`config.mk`:
```
export PLATFORM = sky130hd
export DESIGN_NAME = trigger_unit
export DESIGN_NICKNAME = d
export VERILOG_FILES = /design/src/rtl/trigger_unit.sv
export SDC_FILE = /design/constraint.sdc
export NUM_CORES = 1
export LEC_CHECK = 0
export BUFFER_PORTS_ARGS = -buffer_cell sky130_fd_sc_hd__buf_4
export CAP_MARGIN = 15
export CORE_AREA = 2 2 39 41
export CTS_CLUSTER_DIAMETER = 200
export CTS_CLUSTER_SIZE = 8
export DETAILED_ROUTE_END_ITERATION = 7
export DIE_AREA = 0 0 41 43
export PLACE_DENSITY = 0.65
export SKIP_LAST_GASP = 1
export SYNTH_ARGS = -nofsm -noshare
export SYNTH_HDL_FRONTEND = slang
export SYNTH_SLANG_ARGS = --single-unit
```
`constraint.sdc`:
```
create_clock -name clk -period 1.4 [get_ports clk]
set_input_delay 0.07 -clock clk [delete_from_list [all_inputs] [get_ports clk]]
set_output_delay 0.07 -clock clk [all_outputs]
set_load 0.01 [all_outputs]
```
`src/rtl/trigger_unit.sv`:
```
// Per-cycle trigger detector: compares a probed bus against a programmable value and mask.
// It supports masked level-compare and masked rising-edge modes and gives a registered hit flag.
module trigger_unit #(
  parameter int PROBE_W = 8
) (
  input  logic               clk,
  input  logic               rst,
  input  logic [PROBE_W-1:0] probe_data,
  input  logic [PROBE_W-1:0] trig_value,
  input  logic [PROBE_W-1:0] trig_mask,
  input  logic [1:0]         trig_mode,
  output logic               trigger_hit
);

  typedef enum logic [1:0] {
    MODE_LEVEL  = 2'd0,
    MODE_RISING = 2'd1,
    MODE_RSVD2  = 2'd2,
    MODE_RSVD3  = 2'd3
  } trig_mode_t;

  logic [PROBE_W-1:0] prev_probe_reg;
  logic               trigger_hit_reg;
  logic               trigger_hit_next;

  logic [PROBE_W-1:0] level_miss;
  logic [PROBE_W-1:0] masked_cur;
  logic [PROBE_W-1:0] masked_prev;
  logic               level_hit;
  logic               rise_hit;

  // The current mask qualifies both the live sample and the stored history.
  for (genvar gi = 0; gi < PROBE_W; gi++) begin : g_bit
    assign level_miss[gi]  = (probe_data[gi] ^ trig_value[gi]) & trig_mask[gi];
    assign masked_cur[gi]  = probe_data[gi] & trig_mask[gi];
    assign masked_prev[gi] = prev_probe_reg[gi] & trig_mask[gi];
  end

  assign level_hit = (level_miss == '0);
  assign rise_hit  = (masked_prev == '0) && (masked_cur != '0);

  always_comb begin
    trigger_hit_next = 1'b0;
    case (trig_mode_t'(trig_mode))
      MODE_LEVEL:  trigger_hit_next = level_hit;
      MODE_RISING: trigger_hit_next = rise_hit;
      default:     trigger_hit_next = 1'b0;
    endcase
  end

  // History is captured in every mode, so a mode switch sees the true previous sample.
  always_ff @(posedge clk) begin
    if (rst) begin
      prev_probe_reg  <= '0;
      trigger_hit_reg <= 1'b0;
    end else begin
      prev_probe_reg  <= probe_data;
      trigger_hit_reg <= trigger_hit_next;
    end
  end

  assign trigger_hit = trigger_hit_reg;

endmodule

```
# Yosys cells after proc, flatten, opt, wreduce, memory -nomap -nowiden
# Index checks and enable logic that the tools add are counted.
# Widths: inputs -> output; s select.
[classes]
n_eq_ne = 1
n_mux = 1
n_bitwise = 32
reduce_logical = 5
[op_table]
columns = ["operator", "n"]
rows = [
  ["$and 1x1->1", 24],
  ["$logic_not 8->1", 2],
  ["$reduce_bool 8->1", 1],
  ["$xor 1x1->1", 8],
  ["$eq 2x1->1 const B", 1],
  ["$logic_not 2->1", 1],
  ["$pmux 1 s2", 1],
  ["$logic_and 1x1->1", 1],
]
[totals]
regBits = 9
out_inout_bits = 1
word_cells = 41

# Depth between registers and ports, before layout
[logic_depth]
ltp_word = 4
mapped_depth = 4

# Least setup slack after synthesis
# Ideal clock, no wire load.
[synth_path]
path_kind = "register to register"
startpoint = "register prev_probe_reg[2]"
endpoint = "register trigger_hit_reg (netlist: trigger_hit)"
setup_time_ps = 73
arrival_ps = 881
required_ps = 1327
path_slack_ps = 445
path_stages_with_launch = 5
n_path_buf = 0
synth_period_minus_slack_ps = 955
path_cell_list = "dfxtp_1 a22o_1 a221oi_2 nand4_1 o22ai_2"
[synth_between]
elab_chain_len = 4
[synth_rtl]
columns = ["item", "line", "text"]
rows = [
  ["start: declaration", "22", "logic [PROBE_W-1:0] prev_probe_reg;"],
  ["start signal: assignment", "57", "prev_probe_reg <= probe_data;"],
  ["$and 1x1->1", "36", "assign masked_prev[gi] = prev_probe_reg[gi] & trig_mask[gi];"],
  ["$logic_not 8->1", "40", "assign rise_hit = (masked_prev == '0) && (masked_cur != '0);"],
  ["$logic_and 1x1->1", "40", ""],
  ["$pmux 1 s2", "44", "case (trig_mode_t'(trig_mode))"],
  ["end signal: assignment", "58", "trigger_hit_reg <= trigger_hit_next;"],
  ["end: declaration", "23", "logic trigger_hit_reg;"],
]
# No other way between the ends.
# A chain may end at the register's enable or synchronous reset.

# Final worst setup path
# Ends and elaborated chain as after synthesis.

==> run metrics <==
RSZ-0062 raised after global routing false; dpl hpwl approximately 990 µm; row count 14; Netlist cell types 13; EDFF count, synth 0; R2R Path Start prev_probe_reg[2]$_SDFF_PP0_; Cells after DPL between 80 and 90; CP Launch Point prev_probe_reg[2]$_SDFF_PP0_; WS Path Type flop to flop; first-pass GRT wire length around 1.9 mm; average size of a mapped cell approximately 10 µm²; share of cells above drive strength 1 approximately 44%; Final nets around 100; crit path launch type flop; IR drop worst, VDD about 0.67 mV; ranking of synthesized cells by area dfxtp_1 (41%), xor2_1 (16%), a22oi_1 (12%); ys async rst share 0%; starting density of the core between 30% and 40%; FMAX around 990 MHz; initial drt markers 7; H-tree Lvls 1; vias in the first global route approximately 430; Worst Path Arrival 1.21 ns; Total Power a little over 0.0006 W; largest net degree at the start of global routing 11; Avg WL per Cell between 10 and 15 µm; # clock sinks 9; sequential cell area fraction in the yosys report roughly two fifths; # diodes 0; number of max-cap violations 0; area of the core approximately 0.0014 mm²; R2R setup slack ~0.39 ns; Yosys Warn Count 0; Hold Vio Cnt, Final 0; Antenna Violating Nets Remaining 0; DRT Pass-1 Iters 6; Cell Area, Synth 443 µm²; worst-margin pin slew between 0.2 and 0.3 ns; pwr dens ~880 mW/mm²; Clock Skew about 0.0053 ns; most frequent cell after synthesis dfxtp_1; fin cells 91; clock buffer depth 2; TritonCTS Buffers 3; GRT Util Overall 16.7%; Storage cell area between 150 and 200 µm²; Final setup viols 0; met1 Use GR between 10% and 20%; # DRC 0; area taken by multi-input logic gates about 260 µm²; Resized Gates After CTS 0; TritonCTS clock tree built; die area roughly 0.0018 mm²; Main synth FF type dfxtp_1; crit path max fanout 1; syn nets 71; drt total wl 1.22 mm; Placer Congestion 0.818; GR Layer Usage met3 a little under a tenth; run status finished, final reports clean; die outline height roughly 43 µm; hold buffers post-CTS 0; max-slew violation count 0; Yosys top cell by area dfxtp_1; reg2reg path depth 4; Critical Path Sink Type flop; vias approximately 460; clk root buf clkbuf_4; top cells by count, synth dfxtp_1 (9), nor2b_1 (8), xor2_1 (8), a22oi_1 (7); clock transition at the registers of the reported paths roughly 0.060 ns; Worst Hold Class primary input to flop; leakage 0.316 nW; setup TNS 0 ns; Filler cells between 100 and 150; max reg flops 8; RR Endpoint trigger_hit$_SDFF_PP0_; WHS between 0.04 and 0.05 ns; Worst EP required between 1.5 and 2 ns; number of synthesized register bits 9; fin crit share between 70% and 80%; die width 41 µm; vias per inst approximately 5.0; Period minus WS final between 1 and 1.5 ns; post-CTS repair timing setup buffer count 0; max_slew headroom 83.2%; total gr overflow 0; crit path to trigger_hit$_SDFF_PP0_; Synth-to-Final Area Change 57.9%; Port-buffer cells 28; I/O pin count 29; share of Yosys cell area claimed by the top area cell type between 40% and 50%; Synth Instances between 40 and 50; met2 Use GR about 25%; grt peak-use layer met2; initial antenna violation count 0; clock latency on the worst-skew pair 0.26 ns
==> critical path, cell delays in order, from the launching register on <==
cell and delay (ns):
dfxtp_1 0.30, a22o_1 0.20, a221oi_2 0.18, nand4_1 0.13
o22ai_2 0.14
==> routing by layer <==
| metal | vias to the layer above | part of all wire [%] | wire (µm) |
|---|---|---|---|
| met1 | 199 | 41 | 496 |
| met3 | 4 | 10 | 125 |
| met5 | - | 0 | 0 |
| met2 | 26 | 48 | 585 |
| met4 | 0 | 0.98 | 12 |
| li1 | 227 | - | - |
==> layout make-up <==
cell class / count / area share, %
multi-input combinational: 34 / 37.6
tap: 16 / 2.86
clock buffer: 4 / 3.76
timing repair buffer: 28 / 30.1
sequential: 9 / 25.8
==> layout by cell type, fill, tap and decap left out, types with 2 or more instances in the layout <==
master,instances
buf_4,28
dfxtp_1,9
nor2b_1,8
xor2_1,8
a22oi_1,7
clkbuf_4,3
nand2_1,2
nand4_1,2
==> cells by family (layout without fill, tap and decap cells) <==
family / after synthesis / after routing / synth area share, %
AOI/OAI and AO/OA: 13 / 13 / 26.6
xor gates and xnor gates: 8 / 8 / 15.8
buffers and inverters: 0 / 32 / 0
DFF: 9 / 9 / 40.7
and+or+nand+nor: 13 / 13 / 16.9
==> worst min path at each step <==
stage / from / endpoint / slack [ns] / cells past startpoint
3_5_place_dp: probe_data[2] / prev_probe_reg[2]$_SDFF_PP0_ / 0.32 / 2
4_1_cts: probe_data[2] / prev_probe_reg[2]$_SDFF_PP0_ / 0.05 / 2
6_report: probe_data[3] / prev_probe_reg[3]$_SDFF_PP0_ / 0.05 / 2
5_1_grt: probe_data[2] / prev_probe_reg[2]$_SDFF_PP0_ / 0.04 / 2
2_1_floorplan: rst / prev_probe_reg[0]$_SDFF_PP0_ / 0.14 / 1
3_3_place_gp: probe_data[3] / prev_probe_reg[3]$_SDFF_PP0_ / 0.31 / 2
==> stage by stage <==
stage | utilization, % | setup WS, ns | area [µm²]
final | 50.5 | 0.389 | 699
after global routing | 50.5 | 0.302 | 699
after CTS | 50.5 | 0.381 | 699
after detailed placement | 48.6 | 0.394 | 673
after global placement | 48.6 | 0.430 | 673
after floorplan | - | 0.445 | 443
==> power by group <==
part	switching [W]	leakage [nW]	internal (W)
Sequential	0.00000373	0.0748	0.000270
Combinational	0.0000567	0.226	0.0000848
Clock	0.0000911	0.0150	0.000110
Total	0.000152	0.316	0.000464
No activity file was read; power rests on OpenSTA's default activity.
